--- src/rtl/mem_access_pkg.sv ---
// rtl/mem_access_pkg.sv - shared types and constants for the memory access stage
package mem_access_pkg;

    localparam int WORD_W          = 32;
    localparam int REG_W           = 5;
    localparam int DEFAULT_TIMEOUT = 16;

    typedef enum logic {
        IDLE   = 1'b0,
        ACCESS = 1'b1
    } state_e;

    // Contents of the MEM/WB pipeline register.
    typedef struct packed {
        logic              reg_write;
        logic              mem_to_reg;
        logic [REG_W-1:0]  wn;
        logic [WORD_W-1:0] mem_data;
        logic [WORD_W-1:0] alu;
    } mem_wb_t;

endpackage

--- src/rtl/mem_wb_register.sv ---
// rtl/mem_wb_register.sv - MEM/WB pipeline register with load and bubble controls
module mem_wb_register
    import mem_access_pkg::*;
(
    input  logic    clk,
    input  logic    reset,
    input  logic    load_i,
    input  logic    bubble_i,
    input  mem_wb_t d_i,
    output mem_wb_t q_o
);

    mem_wb_t wb_q;

    // Bubble has priority over load; a bubble clears every field so nothing is written back.
    always_ff @(posedge clk or posedge reset) begin
        if (reset) begin
            wb_q <= '0;
        end else if (bubble_i) begin
            wb_q <= '0;
        end else if (load_i) begin
            wb_q <= d_i;
        end
    end

    assign q_o = wb_q;

endmodule

--- src/rtl/mem_access_stage.sv ---
// rtl/mem_access_stage.sv - pipeline MEM stage: data memory handshake, timeout and MEM/WB register
module mem_access_stage
    import mem_access_pkg::*;
#(
    parameter int TIMEOUT = DEFAULT_TIMEOUT
) (
    input  logic              clk,
    input  logic              reset,
    input  logic              Branch,
    input  logic              zero,
    input  logic              MemRead,
    input  logic              MemWrite,
    input  logic              RegWrite,
    input  logic              MemtoReg,
    input  logic [REG_W-1:0]  rfile_wn,
    input  logic [WORD_W-1:0] alu_out,
    input  logic [WORD_W-1:0] RD2,
    output logic              dmem_req,
    output logic              dmem_we,
    output logic [WORD_W-1:0] dmem_addr,
    output logic [WORD_W-1:0] dmem_wdata,
    input  logic [WORD_W-1:0] dmem_rdata,
    input  logic              dmem_ack,
    output logic              PCSrc,
    output logic              stall,
    output logic              align_err,
    output logic              bus_err,
    output logic              RegWrite_out,
    output logic              MemtoReg_out,
    output logic [REG_W-1:0]  rfile_wn_out,
    output logic [WORD_W-1:0] mem_data_out,
    output logic [WORD_W-1:0] alu_out_out
);

    localparam int              CNT_W    = $clog2(TIMEOUT + 1);
    localparam logic [CNT_W-1:0] LAST_CNT = CNT_W'(TIMEOUT - 1);

    state_e            state_q, state_d;
    logic [CNT_W-1:0]  cnt_q, cnt_d;
    logic [WORD_W-1:0] addr_q, addr_d;
    logic [WORD_W-1:0] wdata_q, wdata_d;
    logic              we_q, we_d;
    logic              rw_q, rw_d;
    logic              m2r_q, m2r_d;
    logic [REG_W-1:0]  wn_q, wn_d;
    logic              align_err_q, align_err_d;
    logic              bus_err_q, bus_err_d;

    logic              mem_op;
    logic              aligned;
    logic              timeout_hit;
    logic              wb_load;
    logic              wb_bubble;
    mem_wb_t           wb_d;
    mem_wb_t           wb_q;

    assign mem_op      = MemRead | MemWrite;
    assign aligned     = (alu_out[1:0] == 2'b00);
    // cnt_q holds the number of ACCESS cycles already spent, so the TIMEOUT-th cycle sees TIMEOUT-1.
    assign timeout_hit = (cnt_q == LAST_CNT);

    // State, access counter, latched request and one-cycle error flags.
    always_ff @(posedge clk or posedge reset) begin
        if (reset) begin
            state_q     <= IDLE;
            cnt_q       <= '0;
            addr_q      <= '0;
            wdata_q     <= '0;
            we_q        <= 1'b0;
            rw_q        <= 1'b0;
            m2r_q       <= 1'b0;
            wn_q        <= '0;
            align_err_q <= 1'b0;
            bus_err_q   <= 1'b0;
        end else begin
            state_q     <= state_d;
            cnt_q       <= cnt_d;
            addr_q      <= addr_d;
            wdata_q     <= wdata_d;
            we_q        <= we_d;
            rw_q        <= rw_d;
            m2r_q       <= m2r_d;
            wn_q        <= wn_d;
            align_err_q <= align_err_d;
            bus_err_q   <= bus_err_d;
        end
    end

    // Next-state, stall and MEM/WB load/bubble selection.
    always_comb begin
        state_d     = state_q;
        cnt_d       = cnt_q;
        addr_d      = addr_q;
        wdata_d     = wdata_q;
        we_d        = we_q;
        rw_d        = rw_q;
        m2r_d       = m2r_q;
        wn_d        = wn_q;
        align_err_d = 1'b0;
        bus_err_d   = 1'b0;
        stall       = 1'b0;
        wb_load     = 1'b0;
        wb_bubble   = 1'b0;
        wb_d        = '0;

        case (state_q)
            IDLE: begin
                if (mem_op && aligned) begin
                    // Capture the request so upstream changes cannot disturb the bus.
                    stall     = 1'b1;
                    wb_bubble = 1'b1;
                    addr_d    = alu_out;
                    wdata_d   = RD2;
                    we_d      = MemWrite;
                    rw_d      = RegWrite;
                    m2r_d     = MemtoReg;
                    wn_d      = rfile_wn;
                    cnt_d     = '0;
                    state_d   = ACCESS;
                end else if (mem_op) begin
                    // Misaligned: drop the access, flag it, let the pipeline move on.
                    align_err_d = 1'b1;
                    wb_bubble   = 1'b1;
                end else begin
                    wb_load         = 1'b1;
                    wb_d.reg_write  = RegWrite;
                    wb_d.mem_to_reg = MemtoReg;
                    wb_d.wn         = rfile_wn;
                    wb_d.mem_data   = '0;
                    wb_d.alu        = alu_out;
                end
            end
            ACCESS: begin
                if (dmem_ack) begin
                    // Ack wins even on the final allowed cycle.
                    wb_load         = 1'b1;
                    wb_d.reg_write  = rw_q;
                    wb_d.mem_to_reg = m2r_q;
                    wb_d.wn         = wn_q;
                    wb_d.mem_data   = we_q ? '0 : dmem_rdata;
                    wb_d.alu        = addr_q;
                    cnt_d           = '0;
                    state_d         = IDLE;
                end else if (timeout_hit) begin
                    stall     = 1'b1;
                    wb_bubble = 1'b1;
                    bus_err_d = 1'b1;
                    cnt_d     = '0;
                    state_d   = IDLE;
                end else begin
                    stall     = 1'b1;
                    wb_bubble = 1'b1;
                    cnt_d     = cnt_q + 1'b1;
                end
            end
            default: begin
                state_d = IDLE;
            end
        endcase
    end

    mem_wb_register u_mem_wb (
        .clk      (clk),
        .reset    (reset),
        .load_i   (wb_load),
        .bubble_i (wb_bubble),
        .d_i      (wb_d),
        .q_o      (wb_q)
    );

    assign dmem_req     = (state_q == ACCESS);
    assign dmem_we      = dmem_req & we_q;
    assign dmem_addr    = dmem_req ? addr_q : '0;
    assign dmem_wdata   = dmem_req ? wdata_q : '0;
    assign PCSrc        = Branch & zero & ~stall;
    assign align_err    = align_err_q;
    assign bus_err      = bus_err_q;
    assign RegWrite_out = wb_q.reg_write;
    assign MemtoReg_out = wb_q.mem_to_reg;
    assign rfile_wn_out = wb_q.wn;
    assign mem_data_out = wb_q.mem_data;
    assign alu_out_out  = wb_q.alu;

endmodule

--- config.mk ---
export PLATFORM = sky130hd
export DESIGN_NAME = mem_access_stage
export DESIGN_NICKNAME = d
export VERILOG_FILES = /design/src/rtl/mem_access_pkg.sv /design/src/rtl/mem_wb_register.sv /design/src/rtl/mem_access_stage.sv
export SDC_FILE = /design/constraint.sdc
export NUM_CORES = 1
export LEC_CHECK = 0
export ABC_AREA = 1
export CAP_MARGIN = 10
export CORE_MARGIN = 2
export CORE_UTILIZATION = 43
export DETAILED_ROUTE_END_ITERATION = 10
export HOLD_SLACK_MARGIN = 0.03
export PLACE_DENSITY = 0.8
export SLEW_MARGIN = 40
export SYNTH_ARGS = -nofsm -noshare
export SYNTH_HDL_FRONTEND = slang
export SYNTH_SLANG_ARGS = --single-unit
--- constraint.sdc ---
create_clock -name clk -period 5.4 [get_ports clk]
set_input_delay 0.54 -clock clk [delete_from_list [all_inputs] [get_ports clk]]
set_output_delay 0.54 -clock clk [all_outputs]
set_load 0.1 [all_outputs]
=== Word-level counts from Yosys, hierarchy flattened ===
Index checks and enable logic that the tools add are counted.

* Register bits after elaboration: 151
* Input bits: 110
* Output and inout port bits: 141

* Add/sub/neg operators: 1
* Equal/unequal tests: 2
* Multiplexer cells: 31
* Bitwise operators: 6
* Reductions and logical operators: 4

{| class="wikitable"
|+ Operators with widths
! cell !! count
|-
| 2-to-1 mux 71 bit || 5
|-
| case mux 71 bit (2 select lines) || 1
|-
| 2-to-1 mux 32 bit || 3
|-
| 2-to-1 mux 5 bit || 3
|-
| 2-to-1 mux 1 bit || 14
|-
| case mux 5 bit (2 select lines) || 1
|-
| case mux 1 bit (2 select lines) || 4
|-
| adder 5 x 1 -> 5 bit, second input constant || 1
|-
| equality test 5 x 4 -> 1 bit, second input constant || 1
|-
| AND 1 bit || 3
|-
| logical NOT 2 bit || 1
|-
| != test 2 bit, second input constant || 1
|-
| NOT 1 bit || 2
|-
| AND reduction 2 bit || 1
|-
| nonzero test 2 bit || 1
|-
| logical AND 1 bit || 1
|-
| OR 1 bit || 1
|}

=== Longest topological paths before layout ===
* Word-level depth: 6
* Mapped depth: 8
* Depth with buffers taken out: 7

=== By module ===
From an unflattened synthesis, not the netlist that was laid out.

* Cell total of the unflattened synthesis: 957
* Area, all modules: 7189.4 µm²

{| class="wikitable"
|+ By module, submodules not included
! module !! times used !! cells an instance !! area each (µm²) !! sequential area each (µm²)
|-
| mem_access_stage || 1 || 648 || 4307.9 || 2001.9
|-
| mem_wb_register || 1 || 309 || 2881.5 || 1776.7
|}

=== Worst setup path after synthesis ===
No wires, ideal clock.

* Path type: register to output
* Start point: reg state_q (netlist: dmem_req)
* End point: out PCSrc
* Data arrival time: 3.459 ns
* Setup slack: 1.401 ns
* Cell stages (with the launch flop): 6
* Path buffers: 1
* Path through: dfrtp_1 -> inv_2 -> nand2_2 -> buf_6 -> nand2_1 -> nor2_1

* Cells in the longest elaborated chain, start to end: 4

{| class="wikitable"
|+ RTL lines
! item !! line !! source
|-
| start, declared || mem_access_stage.sv:38 || <nowiki>state_e state_q, state_d;</nowiki>
|-
| start signal, assigned || mem_access_stage.sv:76 || <nowiki>state_q <= state_d;</nowiki>
|-
| NOT 1 bit (no source line) || - ||
|-
| case mux 1 bit (2 select lines) (*) || mem_access_stage.sv:106 || <nowiki>case (state_q)</nowiki>
|-
| via stall || mem_access_stage.sv:25 || <nowiki>output logic stall,</nowiki>
|-
| NOT 1 bit (*) || mem_access_stage.sv:175 || <nowiki>assign PCSrc = Branch & zero & ~stall;</nowiki>
|-
| AND 1 bit (*) || mem_access_stage.sv:175 ||
|-
| end, declared || mem_access_stage.sv:24 || <nowiki>output logic PCSrc,</nowiki>
|}

The timed path passes the listed nets; every way through them passes the cells marked *.

=== Worst setup path after layout ===
* Start point: reg state_q (netlist: dmem_req)
* End point: out PCSrc

* Cells in the longest elaborated chain, start to end: 4

{| class="wikitable"
|+ RTL lines
! item !! line
|-
| NOT 1 bit (no source line) || -
|-
| case mux 1 bit (2 select lines) (*) || mem_access_stage.sv:106
|-
| NOT 1 bit (*) || mem_access_stage.sv:175
|-
| AND 1 bit (*) || mem_access_stage.sv:175
|}

Every way passes the cells marked *; elsewhere a longest branch is shown, timed or not.

==> out/qor.tcl <==
set qor(layout-drive-gt1-share_pct) 19.09
set qor(yosys.area_share.adder_pct) 0.2020
set qor(yosysTopAreaCell) {sky130_fd_sc_hd__dfrtp_1}
set qor(cap_viol_max_count) 0
set qor(ys_seq_elements) 151
set qor(tritoncts_clock_tree) {yes}
set qor(grt_total_usage_pct) 22.11
set qor(placedInstanceArea_sq_um) 8079
set qor(setup.worst_path.start_class) {register}
set qor(status) {finished clean}
set qor(firstDrtPassIters) 5
set qor(first_global_vias) 5273
set qor(synth-seq-area-share_pct) 61.01
set qor(gr-total-overflow) 0
set qor(yosys.area_share.simple_pct) 23.74
set qor(core-area_sq_um) 13990
set qor(timing.rr.end) {u_mem_wb.q_o[1]$_DFFE_PP0P_}
set qor(non_filler_cell_area_final_sq_um) 8720
set qor(io_pins) 251
set qor(net-switching-power_w) 0.001357
set qor(timing.hold.worst_path_depth) 2
set qor(tritoncts.num_buffers) 17
set qor(detail_route.drc_violations) 0
set qor(placement.io_buffers) 250
set qor(rr_worst_depth) 5
set qor(clock_skew_ns) 0.007383
set qor(grt_max_degree) 111
set qor(synth-xor-area-share_pct) 0
set qor(pwr_density_cell_nw_per_um2) 419.8
set qor(combinational_family_with_the_most_area_after_synthesis) {simple AND/OR/NAND/NOR gates}
set qor(final_core_util_pct) 62.33
set qor(share_of_the_clock_period_used_by_the_worst_path_after_layout_pct) 52.71
set qor(layout-area-overhead-vs-synth_pct) 40.79
set qor(peak_clock_frequency_supported_by_timing_ghz) 0.3514
set qor(hold_path.class) {reg -> reg}
set qor(clock_sinks) 151
set qor(fp.dieH_microns) 124.0
set qor(clk_path_buf_depth) 2
set qor(synth.avg_cell_area_sq_um) 8.614
set qor(final_common_cell) {sky130_fd_sc_hd__nand2_1}
set qor(worst_ep_required_time_ns) 4.86
set qor(post-cts-setup-buffers) 0
set qor(yosysUniqueCellTypes) 21
set qor(die_area_sq_um) 15380
set qor(grt_first_pass_wirelength_microns) 26160
set qor(fin_worst_hold_slack_ns) 0.4711
set qor(synth_top_area_share_pct) 61.01
set qor(grt_setup_unrepaired) {no}
set qor(reg2reg_setup_slack_ns) 2.61
set qor(finalSetupTns_ns) 0
set qor(internal_power_w) 0.002303
set qor(cellLeakagePower_nw) 5.142
set qor(final-setup-viol-count) 0
set qor(worstHoldEndpoint) {addr_q[0]$_DFFE_PP0P_}
set qor(clockRootBuffer) {sky130_fd_sc_hd__clkbuf_16}
set qor(ys.warnings.count) 0
set qor(setup_crit_path_kind) {reg -> out}
set qor(fraction_of_power_spent_switching_nets_pct) 37.08
set qor(gp_routability_congestion) 0.8286
set qor(detail_route.wirelength_microns) 16780
set qor(min_from) {addr_q[0]$_DFFE_PP0P_}
set qor(syn_inst) 719
set qor(type_of_destination_of_the_critical_path) {output port}
set qor(clock_latency_ns) 0.41
set qor(maxSlewHeadroom_pct) 49.94
set qor(worst-path-max-fanout) 43
set qor(arrival_ns) 2.31
set qor(share_seq_of_total_power_pct) 37.4
set qor(placementRows) 43
set qor(htree_levels) 4
set qor(antenna_cells_inserted) 0
set qor(vdd_ir_drop_max_uv) 200.3
set qor(share_comb_of_total_power_pct) 28.3
set qor(portion_of_total_power_attributed_to_the_clock_network_pct) 34.3
set qor(initial_core_util_pct) 44.28
set qor(layout.cells.most_common_list) {sky130_fd_sc_hd__nand2_1 (245), sky130_fd_sc_hd__dfrtp_1 (150), sky130_fd_sc_hd__buf_2 (139)}
set qor(synth_area_in_compound_gates_pct) 5.596
set qor(timing_hold_violations_final) 0
set qor(netlist_area_sq_um) 6193
set qor(timing.rr.start) {dmem_req$_DFF_PP0_}
set qor(drtIter0Drc) 398
set qor(clk_pin_slew_worst_paths_ns) 0.06
set qor(postRouteAntennaNets) 0
set qor(post_synthesis_net_count) 830
set qor(synth.area.mux_share_pct) 0
set qor(dr_total_vias) 5501
set qor(worstMarginPinSlew_ns) 0.7508
set qor(cts.hold.buffers_added) 0
set qor(wire_per_inst_microns) 14.66
set qor(finalNetCount) 1064
set qor(drv_slew) 0
set qor(final_period_minus_worst_setup_slack_ns) 2.846
set qor(antenna_found_initial) 0
set qor(chip_width_microns) 124.0
set qor(vias_per_cell) 4.809
set qor(place_hpwl_microns) 11320
set qor(cts_resized) 0
set qor(overall_power_w) 0.003660
set qor(synth_area_leaders) {sky130_fd_sc_hd__dfrtp_1 (61%), sky130_fd_sc_hd__nand2_1 (15%), sky130_fd_sc_hd__inv_1 (5.9%)}
-- routing by layer --
metal / vias to the layer above / GRT usage (%) / share of wire (%)
met5: - / 0 / 0
met4: 0 / 9.761 / 2.5
met3: 33 / 6.090 / 8.1
li1: 2672 / - / -
met1: 2603 / 28.12 / 42
met2: 193 / 35.47 / 48
-- cell families (layout without fill, tap and decap cells) --
group / count (synthesis) / after routing
AO/OA/AOI/OAI: 62 / 62
flip-flops: 151 / 151
buffers and inverters: 143 / 388
adder cells (fa/ha/maj): 1 / 1
AND/OR/NAND/NOR: 362 / 362
-- power groups by stage --
stage               logic, W  clock network, W  registers, W
floorplan           0.000570                 0       0.00161
global placement     0.00110                 0       0.00139
detailed placement   0.00104                 0       0.00138
CTS                  0.00104           0.00128       0.00137
global route         0.00110           0.00133       0.00139
finish               0.00104           0.00125       0.00137
-- flip-flops by register name (all words and copies together), names as in the netlist --
register / cells
align_err: 1
we_q: 1
cnt_q: 5
wdata_q: 32
addr_q: 32
u_mem_wb.q_o: 71
wn_q: 5
rw_q: 1
m2r_q: 1
dmem_req: 1
bus_err: 1
-- layout make-up --
class                      count  area [sq um]
fill                        1248          5269
clock inverter                 8         145.1
tap                          180         225.2
clock buffer                  22         484.2
sequential                   151          3782
inverter                     100         387.9
multi-input combinational    425          1829
timing repair buffer         258          1866
-- cells in the mapped netlist --
| cell type | n |
|---|---|
| sky130_fd_sc_hd__clkinv_1 | 1 |
| sky130_fd_sc_hd__dfrtp_1 | 151 |
| sky130_fd_sc_hd__nor2_4 | 2 |
| sky130_fd_sc_hd__inv_2 | 1 |
| sky130_fd_sc_hd__buf_6 | 2 |
| sky130_fd_sc_hd__buf_1 | 5 |
| sky130_fd_sc_hd__nand4_1 | 3 |
| sky130_fd_sc_hd__nand3_1 | 69 |
| sky130_fd_sc_hd__inv_1 | 98 |
| sky130_fd_sc_hd__buf_2 | 12 |
| sky130_fd_sc_hd__o21ai_0 | 33 |
| sky130_fd_sc_hd__a21oi_1 | 1 |
| sky130_fd_sc_hd__o21ai_1 | 3 |
| sky130_fd_sc_hd__o22ai_1 | 21 |
| sky130_fd_sc_hd__buf_4 | 5 |
| sky130_fd_sc_hd__clkbuf_1 | 19 |
| sky130_fd_sc_hd__nand2_2 | 1 |
| sky130_fd_sc_hd__nand2_1 | 245 |
| sky130_fd_sc_hd__ha_1 | 1 |
| sky130_fd_sc_hd__o31ai_1 | 4 |
| sky130_fd_sc_hd__nor2_1 | 42 |
-- worst max-delay path by stage --
stage	endpoint	slack [ns]	startpoint
floorplan	addr_q[0]$_DFFE_PP0P_	0.80	reset
global placement	dmem_addr[7]	2.18	dmem_req$_DFF_PP0_
detailed placement	u_mem_wb.q_o[1]$_DFFE_PP0P_	2.48	dmem_req$_DFF_PP0_
CTS	PCSrc	2.29	dmem_req$_DFF_PP0_
global route	PCSrc	2.38	dmem_req$_DFF_PP0_
finish	PCSrc	2.55	dmem_req$_DFF_PP0_
-- worst max-delay path, cell delays in order, from the launching register on --
cell and delay (ns):
sky130_fd_sc_hd__dfrtp_4 0.75, sky130_fd_sc_hd__buf_4 0.43, sky130_fd_sc_hd__inv_2 0.07, sky130_fd_sc_hd__nand2_2 0.10, sky130_fd_sc_hd__nand2_1 0.12, sky130_fd_sc_hd__nor2_1 0.12, sky130_fd_sc_hd__buf_4 0.29
-- metrics by stage --
step / cells / setup WS, ns
5_1_grt: 1144 / 2.384
3_5_place_dp: 1114 / 2.478
6_report: 1144 / 2.554
3_3_place_gp: 1114 / 2.178
4_1_cts: 1144 / 2.294
2_1_floorplan: 719 / 0.7953
Note: power is estimated with default switching activity, not from simulation.
==> RTL edit 1 (config.mk and constraints unchanged) <==
Take the reset off `addr_q` and load it in a clocked block of its own.
--- a/src/rtl/mem_access_stage.sv
+++ b/src/rtl/mem_access_stage.sv
@@ -64,7 +64,6 @@
         if (reset) begin
             state_q     <= IDLE;
             cnt_q       <= '0;
-            addr_q      <= '0;
             wdata_q     <= '0;
             we_q        <= 1'b0;
             rw_q        <= 1'b0;
@@ -75,7 +74,6 @@
         end else begin
             state_q     <= state_d;
             cnt_q       <= cnt_d;
-            addr_q      <= addr_d;
             wdata_q     <= wdata_d;
             we_q        <= we_d;
             rw_q        <= rw_d;
@@ -84,6 +82,10 @@
             align_err_q <= align_err_d;
             bus_err_q   <= bus_err_d;
         end
+    end
+
+    always_ff @(posedge clk) begin
+        addr_q <= addr_d;
     end
 
     // Next-state, stall and MEM/WB load/bubble selection.
Check against the original RTL: no difference found for any inputs over 4 cycles, from zero or initial values and one cycle with reset high; that may be too few to reach the edited logic, so the function may still have changed.
==> RTL edit 1 against the unedited design <==
Die area decreased by 4.6%; via count decreased by 10%; sequential cell count unchanged; power decreased by 6.0%; synthesized area decreased by 4.7%; non-clock buffer count decreased by 2; sequential share of layout area increased by 3.5 points; maximum frequency decreased by 10%; largest cell class unchanged; clock skew decreased by 0.0011 ns; routed wire length decreased by 8.4%; worst setup slack got worse by 0.33 ns; design area decreased by 3.6%; worst hold slack improved by 0.0099 ns.
==> RTL edit 1: results (changes against the unedited design) <==
status=complete, no violations; grt met2 use=36.7% (+1.2 points); first-pass GRT wire length=24200 um (-7.6%); YS warnings=0 (unchanged); final-layout non-clock buffer area share=22.0% (+0.58 points); wire per inst=14.5 um (-1.4%); EDFF count, synth=32 (+32); vias in the first global route=4736 (-10%); Synth async-reset ratio=78.8% (-21 points); Final Skew=0.00630 ns (-0.00109 ns); drt total wl=15400 um (-8.4%); Adder-Cell Fraction of Synth Area=0.212% (+0.010 points); placed cells=1031 (-7.5%); multi-input combinational area share=17.4% (-3.6 points); max reg flops=71 (unchanged); comb_multi_in=363 (-15%); VDD IR max=0.224 mV (+12%); Seq area share=46.9% (+3.5 points); Seq cells=151 (unchanged); syn_nets=740 (-11%); Routed met3 length=1020 um (-25%); die area=14700 um^2 (-4.6%); Synth top cells by count=263 x nand2_1, 119 x dfrtp_1, 82 x inv_1; CLK BUF=19 (-14%); clock network area share=7.22% (about the same); post-DP HPWL=10900 um (-3.7%); Placement Cell Area=7800 um^2 (-3.5%); non-clock inverter total of the final layout=85 (-15%); routability cong.=0.832 (+0.41%); met2 wire len=7670 um (-4.3%); CP max stage delay=0.81 ns (+0.06 ns); met1 global-route usage=26.8% (-1.4 points); wl on met1=6410 um (-8.0%); share of layout cells above drive strength 1=20.9% (+1.8 points); fillcell total=1133 (-9.2%); Tightest Pin Transition=0.730 ns (-0.0208 ns); family with the most delay on the worst path=simple AND/OR/NAND/NOR gates; Distinct cells, synth=19 (-9.5%); Non-clk bufs=256 (-0.78%); P_leak=0.00475 uW (-7.7%); largest net degree at the start of global routing=82 (-26%); CP max FO=55 (+28%); nets@finish=985 (-7.4%); switching share of total power=35.9% (-1.2 points); Post-Place Worst Slack=2.28 ns (-0.199 ns); M3 GR Usage=5.08% (-1.0 points); total track usage=21.6% (-0.52 points); power share of the combinational group=26.0% (-2.3 points)
-- RTL edit 1: changes by cell type after synthesis, moves of 2 or more --
cell      change
nand3_1      -65
dfrtp_1      -32
edfxtp_1     +32
nand2_1      +18
inv_1        -16
o22ai_1      -15
clkbuf_1     -12
buf_1         -5
buf_4         +3
inv_2         +2
nor2_1        +2
nor2_4        -2
o21ai_0       -2
o21ai_1       +2
-- RTL edit 1: path summary, 6_finish.rpt --
kind / from / to / slack, ns / depth (start not counted)
worst max-delay path: dmem_req / PCSrc / 2.22 / 5
worst min-delay path: wdata_q[29] / wdata_q[29] / 0.48 / 2
worst max register to register: dmem_req / addr_q[14] / 2.55 / 4
worst min register to register: wdata_q[29] / wdata_q[29] / 0.48 / 2
max in group asynchronous: reset / u_mem_wb.q_o[10] / 3.76 / 3
min in group asynchronous: reset / u_mem_wb.q_o[52] / 0.64 / 2
==> RTL edit 2 (config.mk and constraints unchanged) <==
Without the edit above. The package constant `DEFAULT_TIMEOUT` goes from 16 to 32.
--- a/src/rtl/mem_access_pkg.sv
+++ b/src/rtl/mem_access_pkg.sv
@@ -3,7 +3,7 @@
 
     localparam int WORD_W          = 32;
     localparam int REG_W           = 5;
-    localparam int DEFAULT_TIMEOUT = 16;
+    localparam int DEFAULT_TIMEOUT = 32;
 
     typedef enum logic {
         IDLE   = 1'b0,
Behaviour: same outputs for any inputs over 4 cycles, from zero or initial values and one cycle with reset high; that may be too few to reach the edited logic, so the function may still have changed.
==> RTL edit 2 against the unedited design <==
Synthesized area increased by 0.53%; sequential cell count up 1; power down 2.2%; register-to-register slack better by 0.51 ns; count of clock-buffer cells in the layout shrank 4; routed wire length is 1.8% higher; worst setup slack lost 0.0030 ns; highest routed layer unchanged; core utilization decreased by 0.18 points; design area is 0.29% lower.
==> RTL edit 2: results (changes against the unedited design) <==
clock network area share=6.79% (-0.43 points); clock share of power=32.5% (-1.8 points); register area=3810 um^2 (+0.66%); Final Skew=0.00826 ns (+0.000880 ns); via count=5466 (-0.64%); Avg Cell Area, Syn=8.84 um^2 (+2.7%); syn_nets=815 (-1.8%); R2R depth=4 (-1); Distinct cells, synth=25 (+19%); status=complete, no violations; routability cong.=0.833 (+0.47%); NetSw=1390 uW (+2.2%); vias in the first global route=5250 (-0.44%); non-clock inverter total of the final layout=110 (+10%); placed cells=1099 (-1.3%); largest net degree at the start of global routing=114 (+2.7%); nets@finish=1049 (-1.4%); share of layout cells above drive strength 1=20.1% (+1.0 points); Seq area share=43.8% (+0.41 points); fillcell total=1199 (-3.9%); First DRT Iteration DRCs=388 (-2.5%); CP max stage delay=0.77 ns (+0.02 ns); final-layout non-clock buffer area share=21.3% (-0.11 points); first-pass GRT wire length=27500 um (+5.1%); drt pass-1 iters=4 (-1); post-DP HPWL=11900 um (+4.8%); CLK BUF=18 (-18%)
==> RTL edit 2: cell count changes in the layout (fill, tap and decap cells not counted), sizes merged, moves of 2 or more <==
cell / before / now
nand2: 246 / 227
buf: 149 / 147
clkinv: 4 / 13
a21oi: 1 / 3
clkbuf: 22 / 18
inv: 98 / 108
bufinv: 4 / 2
o32ai: 0 / 14
nand3: 69 / 47
o21ai: 36 / 40
nand4: 3 / 0
==> RTL edit 2: routing by layer <==
layer	wire [um]	track usage [%]	share of wire (%)	vias up
met5	0	0	0	-
met4	384	8.33	2.2	0
met3	1140	5.84	6.7	29
met2	8220	35.7	48	219
met1	7320	29.5	43	2574
li1	-	-	-	2644
==> RTL edit 2: kinds of logic (layout without fill, tap and decap cells) <==
| group | Yosys count | count (layout) | synth area share [%] |
|---|---|---|---|
| AND/OR/NAND/NOR | 319 | 319 | 20.6 |
| flip-flops | 152 | 152 | 61.1 |
| buffers and inverters | 151 | 398 | 10.1 |
| AO/OA/AOI/OAI | 81 | 81 | 7.92 |
| adder cells (fa/ha/maj) | 1 | 1 | 0.201 |
==> RTL edit 2: worst paths after layout <==
| path | startpoint | endpoint | slack [ns] |
|---|---|---|---|
| max in group asynchronous | reset | u_mem_wb.q_o[15] | 3.81 |
| worst max register to register | dmem_req | u_mem_wb.q_o[17] | 3.12 |
| worst min register to register | addr_q[0] | addr_q[0] | 0.47 |
| worst min-delay path | addr_q[0] | addr_q[0] | 0.47 |
| worst max-delay path | dmem_req | dmem_addr[27] | 2.55 |
| min in group asynchronous | reset | u_mem_wb.q_o[34] | 0.61 |
==> RTL edit 2: worst min-delay path: cells and delay by family (launching register included) <==
kind / cells / cell delay, ns
buf+inv: 1 / 0.04
simple gates: 1 / 0.05
flops: 1 / 0.34
